`src/rtl/firebird7_in_gate1_tessent_mux_ctrl_pkg.sv`:
```
// Shared types and TDR field layout for the gate1 Tessent mux takeover controller.
package firebird7_in_gate1_tessent_mux_ctrl_pkg;

    typedef enum logic [2:0] {
        IDLE       = 3'd0,
        DRAIN      = 3'd1,
        SETTLE_ON  = 3'd2,
        ACTIVE     = 3'd3,
        SETTLE_OFF = 3'd4
    } state_t;

    localparam int REQ_BIT  = 0;
    localparam int CLR_BIT  = 1;
    localparam int DATA_LSB = 2;

endpackage

```
`src/rtl/firebird7_in_gate1_tessent_mux_ctrl_tdr.sv`:
```
// IJTAG capture/shift/update register holding the override request and data.
module firebird7_in_gate1_tessent_mux_ctrl_tdr
    import firebird7_in_gate1_tessent_mux_ctrl_pkg::*;
#(
    parameter int WIDTH = 3
) (
    input  logic             clk,
    input  logic             rst_n,
    input  logic             sel,
    input  logic             ce,
    input  logic             se,
    input  logic             ue,
    input  logic             si,
    input  logic [WIDTH+1:0] capture_value,
    output logic             so,
    output logic             req_u,
    output logic [WIDTH-1:0] data_u,
    output logic             err_clear
);

    logic [WIDTH+1:0] shift_reg;
    logic             update_en;
    logic             capture_en;
    logic             shift_en;

    // Update wins over capture if the network ever asserts both.
    assign update_en  = sel & ue;
    assign capture_en = sel & ce & ~update_en;
    assign shift_en   = sel & se;

    always_ff @(posedge clk or negedge rst_n) begin
        if (!rst_n) begin
            shift_reg <= '0;
            req_u     <= 1'b0;
            data_u    <= '0;
        end else begin
            if (update_en) begin
                req_u  <= shift_reg[REQ_BIT];
                data_u <= shift_reg[WIDTH+1:DATA_LSB];
            end
            if (capture_en) begin
                shift_reg <= capture_value;
            end else if (shift_en) begin
                shift_reg <= {si, shift_reg[WIDTH+1:1]};
            end
        end
    end

    // Clear acts on the update edge itself so a coincident timeout can override it.
    assign err_clear = update_en & shift_reg[CLR_BIT];
    assign so        = shift_reg[0];

endmodule

```
`src/rtl/firebird7_in_gate1_tessent_mux_takeover_ctrl.sv`:
```
// Sequences the Tessent data-mux select: quiesce request, idle handshake, settle, takeover and release.
module firebird7_in_gate1_tessent_mux_takeover_ctrl
    import firebird7_in_gate1_tessent_mux_ctrl_pkg::*;
#(
    parameter int WIDTH          = 3,
    parameter int SETTLE_CYCLES  = 4,
    parameter int TIMEOUT_CYCLES = 255
) (
    input  logic             ijtag_tck,
    input  logic             ijtag_reset,
    input  logic             ijtag_sel,
    input  logic             ijtag_ce,
    input  logic             ijtag_se,
    input  logic             ijtag_ue,
    input  logic             ijtag_si,
    output logic             ijtag_so,
    input  logic             func_idle,
    output logic             func_hold,
    output logic             ijtag_select,
    output logic [WIDTH-1:0] ijtag_data_out,
    output logic             busy,
    output logic             timeout_err,
    output logic [2:0]       fsm_state
);

    localparam logic [7:0]  SETTLE_LOAD = 8'(SETTLE_CYCLES - 1);
    localparam logic [15:0] TIMEOUT_LIM = 16'(TIMEOUT_CYCLES);

    logic             req_u;
    logic [WIDTH-1:0] data_u;
    logic             err_clear;

    state_t      state, state_nx;
    logic [7:0]  cnt, cnt_nx;
    logic [15:0] tcnt, tcnt_nx;
    logic        armed, armed_nx;
    logic        err_set;
    logic        err_nx;

    firebird7_in_gate1_tessent_mux_ctrl_tdr #(
        .WIDTH(WIDTH)
    ) u_tdr (
        .clk           (ijtag_tck),
        .rst_n         (ijtag_reset),
        .sel           (ijtag_sel),
        .ce            (ijtag_ce),
        .se            (ijtag_se),
        .ue            (ijtag_ue),
        .si            (ijtag_si),
        .capture_value ({data_u, timeout_err, ijtag_select}),
        .so            (ijtag_so),
        .req_u         (req_u),
        .data_u        (data_u),
        .err_clear     (err_clear)
    );

    always_ff @(posedge ijtag_tck or negedge ijtag_reset) begin
        if (!ijtag_reset) begin
            state        <= IDLE;
            cnt          <= '0;
            tcnt         <= '0;
            armed        <= 1'b1;
            func_hold    <= 1'b0;
            ijtag_select <= 1'b0;
            busy         <= 1'b0;
            timeout_err  <= 1'b0;
        end else begin
            state        <= state_nx;
            cnt          <= cnt_nx;
            tcnt         <= tcnt_nx;
            armed        <= armed_nx;
            func_hold    <= (state_nx != IDLE);
            ijtag_select <= (state_nx == ACTIVE);
            busy         <= (state_nx != IDLE);
            timeout_err  <= err_nx;
        end
    end

    always_comb begin
        state_nx = state;
        cnt_nx   = cnt;
        tcnt_nx  = tcnt;
        armed_nx = armed | ~req_u;
        err_set  = 1'b0;
        case (state)
            IDLE: begin
                if (req_u && armed) begin
                    state_nx = DRAIN;
                    tcnt_nx  = '0;
                end
            end
            DRAIN: begin
                if (!req_u) begin
                    state_nx = IDLE;
                end else if (func_idle) begin
                    state_nx = SETTLE_ON;
                    cnt_nx   = SETTLE_LOAD;
                end else begin
                    tcnt_nx = tcnt + 16'd1;
                    if (tcnt_nx == TIMEOUT_LIM) begin
                        // Disarm so a retry needs an explicit 0-then-1 request write.
                        err_set  = 1'b1;
                        armed_nx = 1'b0;
                        state_nx = IDLE;
                    end
                end
            end
            SETTLE_ON: begin
                if (!req_u) begin
                    state_nx = SETTLE_OFF;
                    cnt_nx   = SETTLE_LOAD;
                end else if (cnt == 8'd0) begin
                    state_nx = ACTIVE;
                end else begin
                    cnt_nx = cnt - 8'd1;
                end
            end
            ACTIVE: begin
                if (!req_u) begin
                    state_nx = SETTLE_OFF;
                    cnt_nx   = SETTLE_LOAD;
                end
            end
            SETTLE_OFF: begin
                if (cnt == 8'd0) begin
                    state_nx = IDLE;
                end else begin
                    cnt_nx = cnt - 8'd1;
                end
            end
            default: state_nx = IDLE;
        endcase
        err_nx = err_set ? 1'b1 : (err_clear ? 1'b0 : timeout_err);
    end

    assign ijtag_data_out = data_u;
    assign fsm_state      = state;

endmodule

```
`config.mk`:
```
export PLATFORM = sky130hd
export DESIGN_NAME = firebird7_in_gate1_tessent_mux_takeover_ctrl
export DESIGN_NICKNAME = d
export VERILOG_FILES = /design/src/rtl/firebird7_in_gate1_tessent_mux_ctrl_pkg.sv /design/src/rtl/firebird7_in_gate1_tessent_mux_ctrl_tdr.sv /design/src/rtl/firebird7_in_gate1_tessent_mux_takeover_ctrl.sv
export SDC_FILE = /design/constraint.sdc
export NUM_CORES = 1
export LEC_CHECK = 0
export CAP_MARGIN = 25
export CORE_MARGIN = 4
export CORE_UTILIZATION = 45
export CTS_BUF_LIST = sky130_fd_sc_hd__clkbuf_4 sky130_fd_sc_hd__clkbuf_8
export CTS_CLUSTER_SIZE = 14
export DETAILED_ROUTE_END_ITERATION = 10
export PLACE_DENSITY_LB_ADDON = 0.12
export SLEW_MARGIN = 30
export SYNTH_ARGS = -nofsm -noshare
export SYNTH_HDL_FRONTEND = slang
export SYNTH_SLANG_ARGS = --single-unit
```
`constraint.sdc`:
```
create_clock -name ijtag_tck -period 4.4 [get_ports ijtag_tck]
set_clock_uncertainty 0.15 [all_clocks]
set_input_delay 0.66 -clock ijtag_tck [delete_from_list [all_inputs] [get_ports ijtag_tck]]
set_output_delay 0.66 -clock ijtag_tck [all_outputs]
set_load 0.03 [all_outputs]
```
; ---- After elaboration in Yosys (flattened, before gate mapping)
; Cells that the tools add are included.
[totals]
mem_bits_ro = 0
latchBits = 0
n_memories = 0
reg_bits = 40
ram_bits = 0
[classes]
n_reduce_logical = 10
n_mul = 0
n_shift = 0
n_lt_le_gt_ge = 0
div_mod_pow = 0
n_mux = 31
bitwise = 8
add_sub_neg = 2
n_eq_ne = 11
[op_table]
columns = cell, n
row1 = $mux 16, 3
row2 = $mux 8, 5
row3 = $pmux 16 s2, 1
row4 = $pmux 8 s4, 1
row5 = $mux 3, 8
row6 = $add 16x1->16 const B, 1
row7 = $eq 16x8->1 const B, 1
row8 = $pmux 3 s5, 1
row9 = $mux 1, 10
row10 = $mux 5, 2
row11 = $eq 3x2->1 const B, 3
row12 = $logic_not 8->1, 1
row13 = $ne 2x2->1 const B, 4
row14 = $reduce_and 4->1, 2
row15 = $sub 8x1->8 const B, 1
row16 = $reduce_bool 2->1, 3
row17 = $and 1x1->1, 5
row18 = $reduce_bool 4->1, 1
row19 = $eq 3x1->1 const B, 1
row20 = $eq 3x3->1 const B, 1
row21 = $logic_not 3->1, 1
row22 = $reduce_bool 3->1, 1
row23 = $ne 2x1->1 const B, 1
row24 = $not 1->1, 2
row25 = 2 further kinds, 2

; ---- Depth between registers and ports, before layout
; Gate-level depths: netlist of run 1.
[depth]
ltp_word = 7
mapped_depth = 8
mapped_depth_nobuf = 7

; ---- Hierarchy
; From an unflattened synthesis of run 1, not the netlist that was laid out.
[hier_totals]
hier_cells = 240
area_unflattened_um2 = 2282.2
[by_module_without_submodules]
columns = mod, area_per_inst_um2, seq_area_each_um2, instances, cells_per_inst
row1 = firebird7_in_gate1_tessent_mux_takeover_ctrl, 1794.2, 777.0, 1, 201
row2 = firebird7_in_gate1_tessent_mux_ctrl_tdr, 488.0, 225.2, 1, 39

; ---- Worst setup path before layout of run 1
; OpenSTA, ideal clock, no wires.
[synth_timing]
path_type = register to register
startpoint = register tcnt[0]
endpoint = register busy
path_stages_with_launch = 9
period_less_slack_ns = 2.230
required_time_ns = 4.117
slack_ns = 2.170
arrival_time_ns = 1.947
path_cell_list = dfrtp_1 -> ha_1 -> clkbuf_1 -> nand2_1 -> or4_1 -> o211ai_2 -> o2111ai_2 -> o21ai_1 -> o211ai_1
[synth_via]
elab_chain_len = 7
[synth_rtl]
columns = element, line
row1 = start: declaration, firebird7_in_gate1_tessent_mux_takeover_ctrl.sv:35  ; logic [15:0] tcnt, tcnt_nx;
row2 = start signal: assignment, firebird7_in_gate1_tessent_mux_takeover_ctrl.sv:70  ; tcnt <= tcnt_nx;
row3 = $add 16x1->16, firebird7_in_gate1_tessent_mux_takeover_ctrl.sv:99  ; tcnt_nx = tcnt + 16'd1;
row4 = $eq 16x8->1, firebird7_in_gate1_tessent_mux_takeover_ctrl.sv:100  ; if (tcnt_nx == TIMEOUT_LIM) begin
row5 = $mux 3, firebird7_in_gate1_tessent_mux_takeover_ctrl.sv:100
row6 = $mux 3, firebird7_in_gate1_tessent_mux_takeover_ctrl.sv:95  ; end else if (func_idle) begin
row7 = $mux 3, firebird7_in_gate1_tessent_mux_takeover_ctrl.sv:93  ; if (!req_u) begin
row8 = $pmux 3 s5, firebird7_in_gate1_tessent_mux_takeover_ctrl.sv:85  ; case (state)
row9 = $reduce_bool 3->1, firebird7_in_gate1_tessent_mux_takeover_ctrl.sv:74  ; busy <= (state_nx != IDLE);
row10 = end signal: assignment, firebird7_in_gate1_tessent_mux_takeover_ctrl.sv:74
row11 = end: declaration, firebird7_in_gate1_tessent_mux_takeover_ctrl.sv:21  ; output logic busy,
; Every way passes these cells.
; A chain may end at the register's enable or synchronous reset.

; ---- Worst setup path in the final report of run 1
[layout_timing]
startpoint = register tcnt[2]
endpoint = register busy
; Same word-level chain as after synthesis.

==> results.txt, run 1 <==
----------------------------------------------------
[Yosys]
  Multiplexer share of the synthesized area ... 0.0467
  Cell type with the largest total area after synthesis ... sky130_fd_sc_hd__dfrtp_1
  Synthesized-area fraction occupied by adder cells ... 0.0220
  Dominant combinational cell family by area after synthesis ... simple AND/OR/NAND/NOR gates
  Number of synthesized flops with an enable pin ... 0
  Proportion of synthesized chip area in sequential cells ... 0.440
  Primary FF master, synth ... sky130_fd_sc_hd__dfrtp_1
  Number of distinct standard cells referenced by the synthesized netlist ... between 50 and 60
  Share of synthesized flip-flops with an asynchronous set or reset ... 1.00
  Area contributors post-synth ... sky130_fd_sc_hd__dfrtp_1 43%, sky130_fd_sc_hd__o21ai_0 4.6%, sky130_fd_sc_hd__nor2_1 3.8%
  Syn. warnings ... 0
  Synthesized Nets ... 249
  Netlist area before placement ... approximately 2300 um^2
  XOR/XNOR share of the synthesized area ... 0.0308
  Register bit count reported by yosys ... 40
  Synthesized instance count ... 237
  Portion of synthesized cell area occupied by the leading cell type ... 0.429
  Average instance area after synthesis ... a little under 10 um^2
  Post-synthesis compound-gate area fraction ... 0.198
  Synth Area in Simple Gates ... 0.229

[Timing]
  Max-slew headroom at the worst pin ... 0.476
  Hold slack ... between 0.15 and 0.2 ns
  Worst slew pin tran ... approximately 0.78 ns
  Final worst-path setup slack ... 1.94 ns
  Final Max Tran Viols ... 0
  Crit path time final ... between 2 and 2.5 ns
  Setup-failing EPs final ... 0
  Highest achievable clock rate ... about 0.41 GHz
  Fraction of the cycle the final worst path needs ... 0.560
  Total count of hold-check failures in the final report ... 0
  Unrepaired setup endpoints after global routing ... no
  Accumulated negative setup slack ... 0 ns

[GRT]
  Total routing resource utilization after global routing ... 0.164
  Met2 capacity usage during global routing ... 0.247
  Routing usage on met1 ... 0.228
  GRT busiest layer ... met2
  GR met3 Demand/Resource ... 0.0420
  Wire length of the first global-routing pass ... around 8100 um
  Number of global-route vias before repair ... roughly 1,700
  Number of antenna violations at the first check in global routing ... 0
  Maximum number of pins on one net before global-route repair ... 41
  Gr ovfl total ... 0

[Job]
  Number of max-cap violations ... 0

[Worst setup path]
  Reg2reg start ... tcnt[2]
  Critical Path RT ... around 4.4 ns
  Source of the critical timing path ... tcnt[2]
  WP buf/inv ... 0
  Reg2reg setup slack ... around 1.9 ns
  Setup crit start kind ... register
  Endpoint kind of the worst setup timing path ... register
  Setup Crit Path Kind ... register to register
  Largest delay contributor family on the critical path ... compound AO/OA/AOI/OAI gates
  Crit. path cell count ... 6
  Worst path slowest cell ... sky130_fd_sc_hd__dfrtp_1
  Worst setup endpoint ... busy
  Maximum cell stage delay along the critical path ... ~0.55 ns
  Arrival time at the worst endpoint ... about 2.5 ns
  Ordered cell list for the critical path ... nand3_4 -> or3_1 -> a2111oi_2 -> o2111ai_2 -> o21ai_1 -> o211ai_1
  Maximum fanout encountered on the critical timing path ... 10
  Endpoint of the worst-slack reg-to-reg timing path ... busy
  Worst-case reg-to-reg path depth ... 6

[Detailed routing]
  Total routed wirelength ... 4630 um
  Detailed-route DRC error count ... 0
  Drt via density ... ~5.7
  Total via count in the routed design ... approximately 1,800
  Detailed-route wire length per cell ... roughly 15 um
  DR iter-0 viols ... 100
  Number of routed nets with antenna violations ... 0
  Drt pass-1 iters ... 7

[Floorplan]
  Initial Util ... 0.472
  Die area ... 6260 um^2
  Die W ... 79.1 um
  Die Y ... between 70 and 80 um
  Ports ... 19
  Count of standard-cell rows ... 25
  Area of the core ... around 4800 um^2

[Finish]
  Layout Nets ... about 260
  Most common library cell in the layout ignoring fill and taps ... sky130_fd_sc_hd__dfrtp_1
  Number of diodes ... 0
  Combined flip-flop and latch cell area ... ~1000 um^2
  Fill cell total of the finished layout ... about 460
  Post-synthesis to final-layout area growth ... 13.9%
  Multi-input combinational cell area ... 1200 um^2
  Fraction of final layout cells with drive strength greater than 1 ... 0.124
  Leading cell types in the layout, fill and taps excluded ... 39 x sky130_fd_sc_hd__dfrtp_1, 23 x sky130_fd_sc_hd__nor2_1, 21 x sky130_fd_sc_hd__o21ai_0
  Number of flip-flops in the largest register ... 16

[CTS]
  Number of hold buffers added after CTS ... 0
  Post-cts sizing count ... 0
  Largest buffer count on any clock path ... 2
  TritonCTS clock tree ... built
  Num CTS Buffers ... 5
  Clk slew on worst S/H paths ... roughly 0.08 ns
  Postcts setup bufs ... 0
  Clock tree root buffer cell ... sky130_fd_sc_hd__clkbuf_8
  Clock latency of the later-clocked register in the worst-skew pair ... 0.29 ns
  Number of levels in the clock H-tree ... 2
  Count of clock tree sinks ... 40

[Placement]
  Placement-stage worst setup slack ... 1.71 ns
  Final estimated routing congestion in global placement ... around 0.81
  Post-DP HPWL ... roughly 3100 um
  Count of buffers from port buffering ... 18

[Worst hold path]
  Class of the most critical hold timing path ... primary input to asynchronous set/reset pin

[Power]
  Peak supply drop ... approximately 0.25 mV
  Power density over the cells ... ~520 nW/um^2
  Leakage power summed over all cells ... 1.07 nW

[Outcome]
  Outcome ... complete, no violations

----------------------------------------------------
-- kinds of logic after synthesis --
| kind of cell | after synthesis |
|---|---|
| buffers and inverters | 16 |
| adder cells (fa/ha/maj) | 4 |
| multiplexers | 10 |
| AND/OR/NAND/NOR | 90 |
| AO/OA/AOI/OAI | 69 |
| XOR/XNOR | 8 |
| flip-flops | 40 |
-- metal layers --
layer,wire length (um),vias up
met5,0,-
met4,63,0
met3,226,4
met2,2080,40
met1,2260,861
li1,-,901
-- worst min-delay path by stage --
stage,start,to,slack [ns],cells after the start
6_report,ijtag_reset,u_tdr.data_u[2],0.19,1
5_1_grt,ijtag_reset,u_tdr.req_u,0.22,1
4_1_cts,armed,armed,0.32,2
3_5_place_dp,armed,armed,0.31,2
3_3_place_gp,armed,armed,0.31,2
2_1_floorplan,ijtag_reset,busy,0.21,0
-- synth_stat cells (4+ instances only) --
cell / n
sky130_fd_sc_hd__dfrtp_1: 39
sky130_fd_sc_hd__nor2_1: 23
sky130_fd_sc_hd__o21ai_0: 21
sky130_fd_sc_hd__nand2_1: 19
sky130_fd_sc_hd__a21oi_1: 16
sky130_fd_sc_hd__nand4_1: 6
sky130_fd_sc_hd__mux2_2: 5
sky130_fd_sc_hd__mux2i_1: 5
sky130_fd_sc_hd__nand2b_1: 5
sky130_fd_sc_hd__nand3_1: 5
sky130_fd_sc_hd__o31ai_1: 5
sky130_fd_sc_hd__or3_1: 5
sky130_fd_sc_hd__xnor2_1: 5
sky130_fd_sc_hd__a31oi_1: 4
sky130_fd_sc_hd__buf_2: 4
sky130_fd_sc_hd__clkbuf_1: 4
sky130_fd_sc_hd__ha_1: 4
sky130_fd_sc_hd__inv_1: 4
sky130_fd_sc_hd__nor3_1: 4
-- metrics by stage --
step	total power, mW	utilization	instance area (um^2)	std cells
after global placement	1.06	0.514	2470	310
final	1.35	0.538	2590	318
after global routing	1.47	0.538	2590	318
after floorplan	0.913	-	2280	237
after CTS	1.38	0.538	2590	318
after detailed placement	1.07	0.515	2480	310
-- report_power, final --
group	internal (mW)	switching [mW]	leakage, nW
registers	0.453	0.101	0.518
clock network	0.168	0.130	0.0541
logic	0.216	0.286	0.501
total	0.837	0.518	1.07
-- cell type report --
cell class | instances | share of cell area
Clock inverter | 3 | 0.0164
Timing Repair Buffer | 18 | 0.0685
Tap cell | 67 | 0.0323
Sequential cell | 40 | 0.387
Clock buffer | 5 | 0.0265
Inverter | 4 | 0.00579
Multi-Input combinational cell | 181 | 0.464
Power figures use the tool's default switching activity.
==> inputs of run 2 (changes only) <==
clock period = 2.3 ns   (was 4.4 ns; I/O delays follow)
==> results.txt, run 2 (synthesis results as in run 1) <==
----------------------------------------------------
[Outcome]
  Outcome ... complete, no violations

[Power]
  Internal cell power ... roughly 1.6 mW
  P_sw ... 1.01 mW
  Leakage power summed over all cells ... around 1.2 nW
  Fraction of power consumed by the clock network ... 0.180
  Peak supply drop ... ~0.38 mV
  Net switching fraction of the power ... 0.384
  Power density over the cells ... roughly 950 nW/um^2
  Share of total power in combinational logic ... 0.424
  Sequential Power Share ... 0.396

[Placement]
  Area after DPL ... about 2600 um^2
  Post-DP HPWL ... approximately 3500 um
  Count of buffers from port buffering ... 18
  Placement-stage worst setup slack ... -0.0153 ns
  Number of instances in the placed design ... about 330
  Final estimated routing congestion in global placement ... roughly 0.84

[CTS]
  Largest buffer count on any clock path ... 2
  Clock tree root buffer cell ... sky130_fd_sc_hd__clkbuf_8
  Count of clock tree sinks ... 40
  Clk slew on worst S/H paths ... 0.08 ns
  Number of levels in the clock H-tree ... 2
  Num CTS Buffers ... 5
  Clock latency of the later-clocked register in the worst-skew pair ... ~0.29 ns
  Postcts setup bufs ... 0
  TritonCTS clock tree ... built

[Worst setup path]
  Critical Path RT ... 2.32 ns
  Largest delay contributor family on the critical path ... simple AND/OR/NAND/NOR gates
  WP buf/inv ... 0
  Arrival time at the worst endpoint ... 2.16 ns
  Setup crit start kind ... register
  Setup Crit Path Kind ... register to register
  Ordered cell list for the critical path ... or4_1 -> nor4b_4 -> nor2_1 -> a22o_1 -> nor2_1 -> o211ai_1
  Worst path slowest cell ... sky130_fd_sc_hd__or4_1
  Maximum fanout encountered on the critical timing path ... 5
  CP dominant cell by count ... sky130_fd_sc_hd__nor2_1
  Maximum cell stage delay along the critical path ... roughly 0.62 ns
  Endpoint kind of the worst setup timing path ... register

[Detailed routing]
  Drt via density ... between 5 and 6
  Total via count in the routed design ... approximately 1,900
  Total routed wirelength ... roughly 4700 um
  Drt pass-1 iters ... 4
  Number of routed nets with antenna violations ... 0
  Detailed-route wire length per cell ... roughly 14 um
  DR iter-0 viols ... between 40 and 50
  Detailed-route DRC error count ... 0

[Timing]
  Total count of hold-check failures in the final report ... 0
  Max-slew headroom at the worst pin ... 0.656
  Final worst-path setup slack ... approximately 0.17 ns
  Setup-failing EPs final ... 0
  Final Max Tran Viols ... 0
  Hold slack ... approximately 0.32 ns
  Highest achievable clock rate ... between 0.4 and 0.5 GHz
  Fraction of the cycle the final worst path needs ... 0.928
  Accumulated negative setup slack ... 0 ns
  Worst slew pin tran ... around 0.52 ns
  Crit path time final ... approximately 2.1 ns

[Finish]
  Post-synthesis to final-layout area growth ... 21.8%
  Final instance area ... 2770 um^2
  Fraction of final layout cells with drive strength greater than 1 ... 0.204
  Leading cell types in the layout, fill and taps excluded ... 37 x sky130_fd_sc_hd__dfrtp_1, 23 x sky130_fd_sc_hd__nor2_1, 23 x sky130_fd_sc_hd__buf_4
  Most common library cell in the layout ignoring fill and taps ... sky130_fd_sc_hd__dfrtp_1
  Multi-input combinational cell area ... ~1200 um^2
  Layout Nets ... 286
  Fill cell total of the finished layout ... roughly 450
  Number of flip-flops in the largest register ... 16
  Combined flip-flop and latch cell area ... about 1000 um^2
  Number of diodes ... 0
  Final Non-Filler Cells ... ~340

[GRT]
  Maximum number of pins on one net before global-route repair ... 19
  Number of global-route vias before repair ... roughly 1,800
  Gr ovfl total ... 0
  Wire length of the first global-routing pass ... ~8300 um
  Number of antenna violations at the first check in global routing ... 0
  Total routing resource utilization after global routing ... 0.167

[Floorplan]
  Die W ... 79.1 um
  Area of the core ... 4820 um^2
  Die Y ... approximately 79 um
  Ports ... 19
  Die area ... ~6300 um^2
  Initial Util ... 0.472
  Count of standard-cell rows ... 25

[Job]
  Number of max-cap violations ... 0

[Worst hold path]
  Class of the most critical hold timing path ... register to register

----------------------------------------------------
[run 2: changes by cell type in the layout (fill, tap and decap cells not counted), moves of 2 or more]
cell,before,now
sky130_fd_sc_hd__dfrtp_2,0,2
sky130_fd_sc_hd__buf_4,1,23
sky130_fd_sc_hd__clkbuf_4,0,2
sky130_fd_sc_hd__dfrtp_1,39,37
[run 2: worst reg2reg max path, stage by stage, from the launching register on]
cell	delay, ns
sky130_fd_sc_hd__dfrtp_1	0.41
sky130_fd_sc_hd__or4_1	0.62
sky130_fd_sc_hd__nor4b_4	0.27
sky130_fd_sc_hd__nor2_1	0.12
sky130_fd_sc_hd__a22o_1	0.24
sky130_fd_sc_hd__nor2_1	0.12
sky130_fd_sc_hd__o211ai_1	0.09
[run 2: repair_timing]
action                     4_1_cts  5_1_grt
gates resized for setup          0        5
setup endpoints to repair        0        6
hold buffers                     1        0
hold endpoints to repair        16        0
[run 2: layout make-up]
type | count | share of cell area
multi-input combinational | 181 | 0.441
sequential | 40 | 0.363
timing repair buffer | 42 | 0.129
clock buffer | 7 | 0.0302
tap | 67 | 0.0302
inverter | 4 | 0.00542
clock inverter | 1 | 0.00181
[run 2: worst paths after layout]
kind                             startpoint         endpoint  slack [ns]  depth (start not counted)
worst min-delay path                  armed            armed        0.32                          2
worst max-delay path                 cnt[3]             busy        0.17                          6
max in group asynchronous       ijtag_reset            armed        1.07                          3
worst min register to register        armed            armed        0.32                          2
min in group asynchronous       ijtag_reset  u_tdr.data_u[0]        0.35                          2
worst max register to register       cnt[3]             busy        0.17                          6
[run 2: power by group through the flow]
stage | registers [mW] | logic, mW | clock network (mW)
after floorplan | 1.13 | 0.614 | 0
after global placement | 1.05 | 1.10 | 0
after detailed placement | 1.06 | 1.12 | 0
after CTS | 1.04 | 1.12 | 0.493
after global routing | 1.08 | 1.23 | 0.524
final | 1.04 | 1.11 | 0.472
[run 2: per-stage QoR]
stage	utilization	total power, mW
final	0.575	2.63
after global routing	0.575	2.83
after CTS	0.570	2.66
after detailed placement	0.549	2.18
after global placement	0.549	2.16
after floorplan	-	1.75
[run 2: metal layers]
metal / vias up / share of wire / global-route usage
met5: - / 0 / 0
met1: 888 / 0.51 / 0.231
met2: 31 / 0.44 / 0.258
li1: 944 / - / -
met3: 6 / 0.045 / 0.0385
met4: 0 / 0.014 / 0.0567
==> inputs of run 3 (changes only) <==
CAP_MARGIN = 5   (was 25)
==> results of run 3 <==
The final DEF is identical to that of run 2; final timing and power are the same.
